File: src/rtl/multicycle_control_unit.sv
// rtl/multicycle_control_unit.sv - multi-cycle DECODE/EXEC/WB control sequencer
// Optional retire counter enabled by defining MCU_RETIRE_CNT_EN.
module multicycle_control_unit #(
  parameter int INSTR_W = 16,
  parameter int REG_AW  = 3,
  parameter int IMM_W   = 6,
  parameter int CNT_W   = 16
) (
  input  logic               clk,
  input  logic               rst_n,
  input  logic               instr_valid,
  input  logic [INSTR_W-1:0] instr,
  output logic               instr_ready,
  input  logic               hold,
  input  logic               alu_zero,
  output logic [REG_AW-1:0]  rd,
  output logic [REG_AW-1:0]  rs,
  output logic [REG_AW-1:0]  rt,
  output logic [IMM_W-1:0]   imm,
  output logic [2:0]         alu_op,
  output logic               select_imm,
  output logic               reg_write,
  output logic               pc_en,
  output logic               branch_taken,
  output logic               busy
`ifdef MCU_RETIRE_CNT_EN
  ,
  output logic [CNT_W-1:0]   retire_cnt
`endif
);

  generate
    if (INSTR_W < 4 + 3*REG_AW || IMM_W > INSTR_W - 4 - 2*REG_AW || CNT_W < 1) begin : g_illegal
      $error("multicycle_control_unit: illegal parameter combination");
    end
  endgenerate

  typedef enum logic [1:0] {S_IDLE, S_DECODE, S_EXEC, S_WB} state_t;

  state_t             state, state_nx;
  logic [INSTR_W-1:0] instr_q;
  logic [3:0]         op;
  logic [2:0]         dec_alu_op;
  logic               dec_sel, dec_writes, dec_branch;
  logic               writes_q, is_branch_q, branch_q;
  logic               accept, wb_go;

  assign instr_ready = rst_n & ~hold & (state == S_IDLE || state == S_WB);
  assign accept      = instr_valid & instr_ready;
  // Strobes fire only in a WB cycle that is not stalled, so a held WB never repeats them.
  assign wb_go       = rst_n & ~hold & (state == S_WB);

  assign op  = instr_q[INSTR_W-1 -: 4];
  assign rd  = instr_q[INSTR_W-5 -: REG_AW];
  assign rs  = instr_q[INSTR_W-5-REG_AW -: REG_AW];
  assign rt  = instr_q[INSTR_W-5-2*REG_AW -: REG_AW];
  assign imm = instr_q[IMM_W-1:0];

  assign reg_write    = wb_go & writes_q;
  assign pc_en        = wb_go;
  assign branch_taken = wb_go & branch_q;
  assign busy         = (state != S_IDLE);

  always_comb begin
    dec_alu_op = op[2:0];
    dec_sel    = op[3];
    dec_writes = 1'b1;
    dec_branch = 1'b0;
    if (op == 4'b1111) begin
      dec_alu_op = 3'b000;
    end else if (op == 4'b1110) begin
      dec_alu_op = 3'b001;
      dec_writes = 1'b0;
      dec_branch = 1'b1;
    end
  end

  always_comb begin
    state_nx = state;
    if (!hold) begin
      case (state)
        S_IDLE:   if (accept) state_nx = S_DECODE;
        S_DECODE: state_nx = S_EXEC;
        S_EXEC:   state_nx = S_WB;
        S_WB:     state_nx = accept ? S_DECODE : S_IDLE;
        default:  state_nx = S_IDLE;
      endcase
    end
  end

  always_ff @(posedge clk) begin
    if (!rst_n) begin
      state       <= S_IDLE;
      instr_q     <= '0;
      alu_op      <= 3'b000;
      select_imm  <= 1'b0;
      writes_q    <= 1'b0;
      is_branch_q <= 1'b0;
      branch_q    <= 1'b0;
    end else begin
      state <= state_nx;
      if (accept) instr_q <= instr;
      if (state == S_DECODE && !hold) begin
        alu_op      <= dec_alu_op;
        select_imm  <= dec_sel;
        writes_q    <= dec_writes;
        is_branch_q <= dec_branch;
      end
      if (state == S_EXEC && !hold) branch_q <= is_branch_q & alu_zero;
    end
  end

`ifdef MCU_RETIRE_CNT_EN
  always_ff @(posedge clk) begin
    if (!rst_n) retire_cnt <= '0;
    else if (wb_go) retire_cnt <= retire_cnt + 1'b1;
  end
`endif

endmodule

File: config.mk
export PLATFORM = sky130hd
export DESIGN_NAME = multicycle_control_unit
export DESIGN_NICKNAME = d
export VERILOG_FILES = /design/src/rtl/multicycle_control_unit.sv
export SDC_FILE = /design/constraint.sdc
export NUM_CORES = 1
export LEC_CHECK = 0
export CAP_MARGIN = 30
export CORE_UTILIZATION = 45
export DETAILED_ROUTE_END_ITERATION = 7
export HOLD_SLACK_MARGIN = 0.02
export PLACE_DENSITY_LB_ADDON = 0.1
export SLEW_MARGIN = 15
export SYNTH_ARGS = -nofsm -noshare
export SYNTH_HDL_FRONTEND = slang
export SYNTH_SLANG_ARGS = --single-unit
export TNS_END_PERCENT = 50
File: constraint.sdc
create_clock -name clk -period 2.7 [get_ports clk]
set_clock_uncertainty 0.1 [all_clocks]
set_input_delay 0.54 -clock clk [delete_from_list [all_inputs] [get_ports clk]]
set_output_delay 0.54 -clock clk [all_outputs]
set_load 0.02 [all_outputs]
==> metrics.txt, run 1 <==
startpoint types=input pin; grt ovf=0; Longest Clk Path Bufs=2; Fin. Hold Viols=0; top cells by area, synth=dfxtp_1 (44%), nand2_1 (13%), a21oi_1 (10%); Lkg Pwr=0.000623 uW; # rows=17; worst vdd ir=0.000406 V; global-route usage over all layers=19.4%; post-CTS sizing=2; clock root buffer=clkbuf_4; Combinational Power Share=19.2%; hold buffers post-CTS=0; clk sinks=25; f_max=0.410 GHz; Port Buf Inserts=44; Reg clk slew, reported paths=0.13 ns; CP Max Fanout=4; register area share after synthesis=a little over two fifths; # diodes=0; flops & latches, synth=25; Final Cycle Share=90.3%; routed len/inst=around 11 um; area of the mapped netlist=approximately 1100 um2; hold path start=instr_q[6]; Initial Util=49.6%; status=finished clean; global-route wire length before repair=3850 um; Syn. warnings=0; number of global-route vias before repair=896; Via density=4.81; WHS Endpoint=instr_q[6]; Remaining DRCs=0; minimum clock period=2.44 ns; initial antenna violation count=0; share of layout cells above drive strength 1=7.39%; Setup WS pre-CTS=0.0000873 ns; Setup violations, final=0; Die H=52.6 um; Detailed Place HPWL=1740 um; drt initial violations=9; Mean Syn Cell Area=8.10 um2; die span in x=between 50 and 60 um; RSZ-0062 raised after global routing=false; CP arrival=1.80 ns; FF-to-FF End=instr_q[9]; RR Startpoint=state[0]; antenna-violating nets left=0; leading area contributor after synthesis=dfxtp_1; sequential power share=57.1%; gp weighted congestion=0.754; post-synth top area share=a little over two fifths; internal power=508 uW; Min-Delay Path Class=reg -> reg; number of CTS-inserted buffers=3; WS Path Type=in -> out; clk_lat worst skew=0.32 ns; Layout area overhead=36.0%; syn_nets=roughly 170; Critical Path End Type=output port; CTS HTree Levels=1; power per cell area=438 nW/um2; fill count=215; worst hold path depth=2; fin worst setup slack=0.262 ns; drt pass-1 iters=3; die outline area=2760 um2; area of the core=2320 um2; Worst Path Required=2.06 ns; CTS tree=done; MaxCap Viol Count=0; Sw Ratio=between 20% and 30%; vias post-DR=982; largest net degree at the start of global routing=15; Syn Inst Count=around 140; setup TNS=0 ns; Top Ports=45; setup bufs post-CTS=0; Relative slew margins=73.1%; Clock power frac=23.7%; Reg2Reg Setup Slack=0.72 ns; Total Routed Length=roughly 2300 um; post-synth cell types=27; Layout Nets=202; Worst Reg2Reg Path Length in Cells=6; Switch Pwr=177 uW; Slew Limit Fails=0; worst-margin pin slew=0.403 ns
==> critical path: stages <==
cell	delay [ns]
clkdlybuf4s50_1	0.50
inv_2	0.06
nor2_1	0.20
and3_1	0.18
dlygate4sd2_1	0.33
==> area by class of cell <==
class / instances / area (um2) / share of cell area [%]
Timing Repair Buffer: 51 / 495 / 31.7
Inverter: 5 / 18.8 / 1.20
Multi-Input combinational cell: 91 / 487 / 31.1
Sequential cell: 25 / 500 / 32.0
Clock inverter: 1 / 5.00 / 0.320
Clock buffer: 3 / 22.5 / 1.44
Tap cell: 28 / 35.0 / 2.24
==> flip-flops by register name, indices dropped and copies added, names as in the netlist <==
register     count
select_imm       1
is_branch_q      1
writes_q         1
alu_op           3
instr_q         16
branch_q         1
state            2
==> layer usage <==
layer / routed length [um] / track usage [%] / vias up
met4: 13 / 3.95 / 0
li1: - / - / 518
met3: 133 / 6.38 / 2
met1: 1030 / 21.7 / 436
met2: 1100 / 35.2 / 26
met5: 0 / 0 / -
==> cell usage after synthesis <==
master	n
buf_6	2
xor2_1	1
buf_4	15
nor2b_1	2
clkbuf_1	2
clkbuf_2	1
inv_2	1
nor2_1	2
ha_1	4
nor4bb_2	1
and3_1	2
o211a_1	1
dfxtp_1	25
nand4b_1	1
a21oi_1	23
o22ai_1	1
nand4bb_1	1
nand2b_1	1
nand3_1	4
o21ai_0	2
nor3_1	1
buf_2	1
inv_1	4
or3_1	3
and2_1	1
nand2_1	39
a31oi_1	1
==> worst max-delay path by stage <==
stage | depth (start not counted) | slack [ns] | to | start
floorplan | 3 | 0.76 | instr_ready | state[0]
global placement | 5 | 0.05 | branch_taken | rst_n
detailed placement | 5 | 0.00009 | branch_taken | rst_n
CTS | 5 | 0.003 | reg_write | rst_n
global route | 4 | 0.16 | instr_ready | state[0]
finish | 5 | 0.26 | branch_taken | rst_n
==> cells by family (layout without fill, tap and decap cells) <==
kind of cell | Yosys count | count (layout) | share of synthesized area [%]
DFF | 25 | 25 | 43.5
adders and majority gates | 4 | 4 | 4.35
xor gates and xnor gates | 1 | 1 | 0.762
and+or+nand+nor | 58 | 58 | 23.6
buffers and inverters | 26 | 60 | 14.9
AOI/OAI and AO/OA | 28 | 28 | 12.8
==> per-stage QoR <==
step                utilization [%]  std cells  power, uW  cell area, um2  hold slack, ns
finish                         67.5        204        685            1560           0.361
global route                   67.5        204        722            1560           0.389
CTS                            67.2        204        692            1560           0.367
detailed placement             66.2        200        532            1530           0.349
global placement               66.2        200        528            1530           0.341
floorplan                         -        142        471            1150           0.336
==> cell usage in the layout, fill, tap and decap left out <==
master and count:
and3_1 2, nor2_1 2, o211a_1 1, buf_4 7
nand2_1 39, clkinv_2 1, clkbuf_4 3, dlymetal6s2s_1 2
nand4bb_1 1, nor3_1 1, nand4b_1 1, dfxtp_1 25
xor2_1 1, a31oi_1 1, or3_1 3, ha_1 4
nor4bb_4 1, and2_1 1, inv_2 1, o21ai_0 2
nand3_1 4, nor2b_1 2, dlygate4sd2_1 2, clkdlybuf4s50_1 40
a21oi_1 23, inv_1 4, o22ai_1 1, nand2b_1 1
==> power by group through the flow <==
stage | clock network [uW] | logic (uW) | registers [uW]
2_1_floorplan | 0 | 72.0 | 399
3_3_place_gp | 0 | 130 | 398
3_5_place_dp | 0 | 132 | 399
4_1_cts | 169 | 132 | 391
5_1_grt | 184 | 144 | 393
6_report | 162 | 132 | 391
No activity file was read; power rests on OpenSTA's default activity.
==> inputs of run 2 (changes only) <==
ABC_CLOCK_PERIOD_IN_PS = 2700   (was not set)
==> results of run 2 <==
No change in the layout: final DEF, timing and power equal those of run 1.
==> inputs of run 3 (changes only) <==
PLACE_DENSITY = 0.82   (was not set)
PLACE_DENSITY_LB_ADDON = not set   (was 0.1)
==> run 3 against run 2 <==
Combinational power hardly changed; via count is 4.5% higher; count of clock-buffer cells in the layout stayed put; worst hold slack better by 0.0016 ns; clock power hardly changed; largest cell class unchanged; largest power group unchanged.
==> metrics.txt, run 3 (synthesis gave the netlist of run 1 again) <==
most frequent cells in the layout=clkdlybuf4s50_1 (41), nand2_1 (39), dfxtp_1 (25); fin worst setup slack=0.103 ns (-0.159 ns); # rows=17 (unchanged); Die H=52.6 um (unchanged); clk_lat worst skew=0.31 ns (about the same); Hold WS=0.363 ns (+0.00163 ns); CP Max Fanout=4 (unchanged); CP max-delay cell=clkdlybuf4s50_1; Min-Delay Path Class=reg -> reg; vias post-DR=1,026 (+4.5%); # diodes=0 (unchanged); Cells after DPL=200 (unchanged); Slew Limit Fails=0 (unchanged); largest net degree at the start of global routing=21 (+6); Port Buf Inserts=44 (unchanged); WS Path Type=in -> out; CTS tree=done; Lkg Pwr=0.000629 uW (+0.94%); global-route usage over all layers=20.3% (+0.96 points); max FFs per register=16 (unchanged); Relative slew margins=76.1% (+3.1 points); Via density=5.03 (+4.5%); Total Routed Length=2430 um (+6.4%); clk sinks=25 (unchanged); Critical Path End Type=output port; gp weighted congestion=0.768 (+1.8%); number of CTS-inserted buffers=3 (unchanged); commonest non-fill, non-tap cell in the layout=clkdlybuf4s50_1; Setup violations, final=0 (unchanged); number of global-route vias before repair=997 (+11%); antenna-violating nets left=0 (unchanged); drt pass-1 iters=4 (+1); CTS HTree Levels=1 (unchanged); non-filler cells, final=204 (unchanged); delay-heaviest family, CP=buffers and inverters; global-route wire length before repair=4140 um (+7.5%); die outline area=2760 um2 (unchanged); CP Cell Sequence=clkdlybuf4s50_1, inv_2, nor2_1, and2_1, clkdlybuf4s50_1; Top Ports=45 (unchanged); MaxCap Viol Count=0 (unchanged); area of the core=2320 um2 (unchanged); Layout Nets=202 (unchanged); routed len/inst=11.9 um (+6.4%); clock root buffer=clkbuf_4; setup bufs post-CTS=0 (unchanged); setup TNS=0 ns (unchanged); Layout area overhead=36.5%; power per cell area=438 nW/um2 (about the same); grt ovf=0 (unchanged); share of layout cells above drive strength 1=7.39% (unchanged); Fin. Hold Viols=0 (unchanged); minimum clock period=2.60 ns (+0.159 ns); Top Registers=instr_q x16, alu_op x3, state x2; Max stage delay on crit path=0.59 ns (+0.09 ns); Detailed Place HPWL=1880 um (+8.3%); fill count=189 (-12%); WP buf/inv=3 (unchanged); cell with the most instances on the worst path=clkdlybuf4s50_1; worst-margin pin slew=0.357 ns (-0.0459 ns); worst vdd ir=0.000301 V (-26%); Worst Path Required=2.06 ns (about the same); Final Cell Area=1570 um2 (+0.32%); Initial Util=49.6% (unchanged); initial antenna violation count=0 (unchanged); f_max=0.385 GHz (-6.1%); Reg clk slew, reported paths=0.13 ns (about the same); die span in x=52.6 um (unchanged); Setup WS pre-CTS=0.0748 ns (+0.0748 ns); startpoint types=input pin; most flop-heavy register=instr_q; Longest Clk Path Bufs=2 (unchanged); Remaining DRCs=0 (unchanged); CP arrival=1.96 ns (+0.16 ns); RSZ-0062 raised after global routing=false; drt initial violations=8 (-1); Placed Area=1530 um2 (unchanged); status=finished clean; Final Cycle Share=96.2% (+5.9 points)
-- run 3: cell count changes in the layout (fill, tap and decap cells not counted), sizes merged --
cell / before / now
clkdlybuf4s50: 40 / 41
dlygate4sd2: 2 / 0
dlymetal6s2s: 2 / 3
-- run 3: area by class of cell --
type / count / area, um2 / share of cell area (%)
clock buffers: 3 / 22.5 / 1.44
well taps: 28 / 35.0 / 2.23
repair buffers: 51 / 500 / 31.9
inverters: 5 / 18.8 / 1.20
flip-flops and latches: 25 / 500 / 31.9
clock inverters: 1 / 5.00 / 0.319
multi-input cells: 91 / 487 / 31.0
-- run 3: final timing paths --
path / start / end / slack [ns] / cells past startpoint
min: instr_q[11] / instr_q[11] / 0.36 / 2
max: rst_n / pc_en / 0.10 / 5
max reg2reg: state[0] / state[0] / 0.81 / 6
min reg2reg: instr_q[11] / instr_q[11] / 0.36 / 2
-- run 3: worst min-delay path, delay by kind of cell, from the launching register on --
family           cells  cell delay, ns
AND/OR/NAND/NOR      1            0.05
AO/OA/AOI/OAI        1            0.05
flip-flops           1            0.33
-- run 3: what timing repair did --
action / CTS / global route
setup endpoints to repair: 0 / 3
hold buffers: 0 / 0
resized for setup: 0 / 3
-- run 3: layer usage --
metal  share of wire, %  GRT usage (%)  vias up
met5                  0              0        -
met4               0.58           7.89        0
met3                2.6           3.48        2
met2                 53           37.3       21
met1                 44           22.9      484
li1                   -              -      519
-- run 3: power breakdown --
part	switching, uW	internal, uW
sequential	8.97	382
clock	109	55.4
combinational	61.6	71.0
total	179	508
-- run 3: stage by stage --
step	util, %	total power (uW)
floorplan	-	471
global placement	66.2	527
detailed placement	66.2	532
CTS	67.4	699
global route	67.7	721
finish	67.7	687
==> variant 1, RTL diff (config.mk and constraints of run 3) <==
The 4 states of `state_t` get a one-hot encoding in 4 bits.
--- a/src/rtl/multicycle_control_unit.sv
+++ b/src/rtl/multicycle_control_unit.sv
@@ -36,5 +36,5 @@
   endgenerate
 
-  typedef enum logic [1:0] {S_IDLE, S_DECODE, S_EXEC, S_WB} state_t;
+  typedef enum logic [3:0] {S_IDLE = 4'b0001, S_DECODE = 4'b0010, S_EXEC = 4'b0100, S_WB = 4'b1000} state_t;
 
   state_t             state, state_nx;
Function: same outputs for any inputs over 10 cycles, from zero or initial values and one cycle with rst_n low; not proved beyond that.
==> variant 1 against run 3 <==
- setup slack got worse by 0.046 ns
- combinational power shrank 13%
- utilization decreased by 7.2 points
- via count fell by 6.6%
- power is 2.3% higher
- wire length decreased by 4.2%
- sequential cell count increased by 2
- critical endpoint unchanged
- fmax shrank 1.8%
- design area increased by 7.2%
- sequential power increased by 6.6%
- synthesized area grew 15%
==> variant 1: results (changes against run 3) <==
- 1st-iter DRT viols: 7 (-1)
- Total GRT Usage: 15.85% (-4.5 points)
- Flop pwr share: 59.4% (+2.5 points)
- Share of cells above drive strength 1: 8.537% (+1.2 points)
- Grt met3 use: 2.765% (-0.71 points)
- Placed inst area: 1655 µm² (+7.9%)
- Syn nets: 156 (-6.6%)
- Met1 global-route usage: 19.68% (-3.2 points)
- Combinational power: 116 µW (-13%)
- Hold Slack: 0.3590 ns (-0.003789 ns)
- Routed wl met2: 1152 µm (-11%)
- Status: finished clean
- Wire length on met1: 1055 µm (-0.38%)
- Hold wc startpoint: is_branch_q
- DRT Pass-1 Iters: 2 (-2)
- Mapped Cells: 135 (-4.9%)
- Total Power: 703.0 µW (+2.3%)
- PostCTS Resize Cnt: 2 (+2)
- Multiplexer share of the synthesized area: 12.83% (+13 points)
- Drt wl/cell: 11.94 µm (+0.23%)
- Dpl ws: -0.05851 ns (-0.1334 ns)
- Static leakage power: 0.7316 nW (+16%)
- Largest net degree at the start of global routing: 18 (-14%)
- Met3 wire len: 87 µm (+38%)
- Hold endpoint: is_branch_q
- Sequential area share after synthesis: 40.75% (-2.8 points)
- Netlist cell types: 33 (+22%)
-- variant 1: cell types whose count changed in the layout (fill, tap and decap cells not counted), moves of 3 or more --
cell / before / now
inv_1: 4 / 1
nand2_1: 39 / 9
mux2i_1: 0 / 17
nor2b_1: 2 / 17
a21oi_1: 23 / 1
ha_1: 4 / 0
a21boi_0: 0 / 6
-- variant 1: worst max path at each step --
stage | to | slack, ns | from
5_1_grt | pc_en | 0.01 | hold
4_1_cts | instr_ready | 0.05 | rst_n
6_report | pc_en | 0.06 | hold
3_3_place_gp | reg_write | -0.03 | hold
2_1_floorplan | branch_taken | 0.72 | hold
3_5_place_dp | reg_write | -0.06 | hold
-- variant 1: layout make-up --
class | count | area (µm²)
clock buffers | 4 | 26.28
fillers | 238 | 1100
inverters | 1 | 3.754
multi-input cells | 83 | 594.3
flip-flops and latches | 27 | 540.5
well taps | 31 | 38.79
repair buffers | 49 | 478.0
==> variant 2, RTL diff (config.mk and constraints of run 3) <==
Without the edit above. Change the parameter `IMM_W` from 6 to 3.
--- a/src/rtl/multicycle_control_unit.sv
+++ b/src/rtl/multicycle_control_unit.sv
@@ -4,5 +4,5 @@
   parameter int INSTR_W = 16,
   parameter int REG_AW  = 3,
-  parameter int IMM_W   = 6,
+  parameter int IMM_W   = 3,
   parameter int CNT_W   = 16
 ) (
Ports: changed (resized imm); port bits go from 45 to 42. No check against the original RTL was run, so the function may have changed too.
==> variant 2 against run 3 <==
- first-iteration DRC count increased by 100%
- design area is 2.6% lower
- sequential cell count unchanged
- sequential share of layout area up 0.86 points
- power fell by 1.1%
- setup slack got worse by 0.0047 ns
- fmax down 0.18%
- die area decreased by 1.9%
- wire length is 3.7% higher
- critical endpoint unchanged
- critical path type unchanged
- combinational power down 5%
- count of clock-buffer cells in the layout is the same
- synthesized area fell by 2.0%
==> variant 2: results (changes against run 3) <==
- # diodes: 0 (unchanged)
- Met3 wire len: 137 µm (+120%)
- Clk pin slew, worst setup/hold paths: 0.12 ns
- First-pass GRT wire length: 3857 µm (-6.8%)
- 1st-iter DRT viols: 16 (+8)
- DPL Wire Length: 1852 µm (-1.6%)
- Synth area leaders: dfxtp_1 44%, nand2_1 13%, a21oi_1 10%, buf_4 8.0%, ha_1 4.4%
- Port Buffers: 41 (-6.8%)
- Placer Congestion: 0.7678 (about the same)
- Largest net degree at the start of global routing: 24 (+14%)
- PostCTS Resize Cnt: 1 (+1)
- Synth warnings: 0 (unchanged)
- Antenna violations before repair: 0 (unchanged)
- Largest registers: instr_q: 16 flops, alu_op: 3 flops, state: 2 flops
- Ys flop type: dfxtp_1
- Top Metal Used: met4
- Static leakage power: 0.6027 nW (-4.2%)
- Fillers: 188 (-0.53%)
- Clk root buf: clkbuf_4
- DRT Pass-1 Iters: 4 (unchanged)
- CTS buffer count: 3 (unchanged)
- Worst skew pair latency: roughly 0.32 ns
- Crit Path Max Fanout: 3 (-1)
- Sequential area share after synthesis: 44.40% (+0.87 points)
- Wire length on met1: 1058 µm (about the same)
- Share of cells above drive strength 1: 6.977% (-0.41 points)
- Netlist cell types: 27 (unchanged)
- Vias: 1030 (+0.39%)
- Post-CTS Setup Repair Bufs: 0 (unchanged)
- Routed wl met2: 1315 µm (+1.7%)
- Worst VDD drop: 0.4020 mV (+33%)
- Avg Cell Area, Syn: 8.110 µm² (+0.16%)
- Total GRT Usage: 19.29% (-1.0 points)
- Status: finished clean
- Post-synth top cells: 39 x nand2_1, 25 x dfxtp_1, 23 x a21oi_1, 12 x buf_4
- H-tree depth: 1 (unchanged)
- Syn nets: 164 (-1.8%)
- WL final: 2520 µm (+3.7%)
- Dpl cells: 196 (-2.0%)
- Slew headroom: 75.27% (-0.88 points)
- Vias in the first global route: 936 (-6.1%)
- Drt wl/cell: 12.60 µm (+5.7%)
variant 2: area by class of cell:
type / instances / area (µm²) / area share (%)
Timing Repair Buffer: 47 / 459.2 / 30.06
Clock inverter: 1 / 5.005 / 0.3276
Inverter: 5 / 18.77 / 1.228
Multi-Input combinational cell: 91 / 486.7 / 31.86
Clock buffer: 3 / 22.52 / 1.474
Tap cell: 28 / 35.03 / 2.293
Sequential cell: 25 / 500.5 / 32.76
variant 2: kinds of logic (layout without fill, tap and decap cells):
logic type / count (synthesis) / in the layout / synth area share, %
adder cells (fa/ha/maj): 4 / 4 / 4.440
buffers and inverters: 23 / 56 / 13.21
XOR/XNOR: 1 / 1 / 0.7771
AO/OA/AOI/OAI: 28 / 28 / 13.10
AND/OR/NAND/NOR: 58 / 58 / 24.09
flip-flops: 25 / 25 / 44.40
variant 2: worst paths after layout:
kind / startpoint / endpoint / slack, ns / cells after the start
max reg2reg: state[0] / state[0] / 0.77 / 6
min reg2reg: instr_q[4] / instr_q[4] / 0.36 / 2
max: rst_n / pc_en / 0.1 / 5
min: instr_q[4] / instr_q[4] / 0.36 / 2
variant 2: critical path, stage by stage:
cell and delay [ns]:
clkdlybuf4s50_1 0.49, inv_2 0.05, nor2_1 0.14, and2_1 0.14, clkdlybuf4s50_1 0.60
variant 2: report_power, final:
group,leakage [nW],internal (mW),switching [mW]
clock network,0.0177,0.0554,0.107
logic,0.382,0.0671,0.0595
registers,0.203,0.382,0.00888
variant 2: through the flow:
stage                     worst slack, ns  area (µm²)  power (mW)  hold slack [ns]
final                             0.09849        1528      0.6797           0.3643
after global placement             0.1048        1496      0.5209           0.3407
after detailed placement          0.04741        1496      0.5256           0.3464
after global routing             0.006113        1528      0.7098           0.3841
after floorplan                    0.7618        1127      0.4659           0.3362
after CTS                         0.04743        1523      0.6818           0.3675
variant 2: routing by layer:
| metal | vias up | GRT usage, % |
|---|---|---|
| met4 | 0 | 4.505 |
| met3 | 2 | 6.433 |
| li1 | 512 | - |
| met2 | 30 | 35.68 |
| met5 | - | 0 |
| met1 | 486 | 20.75 |
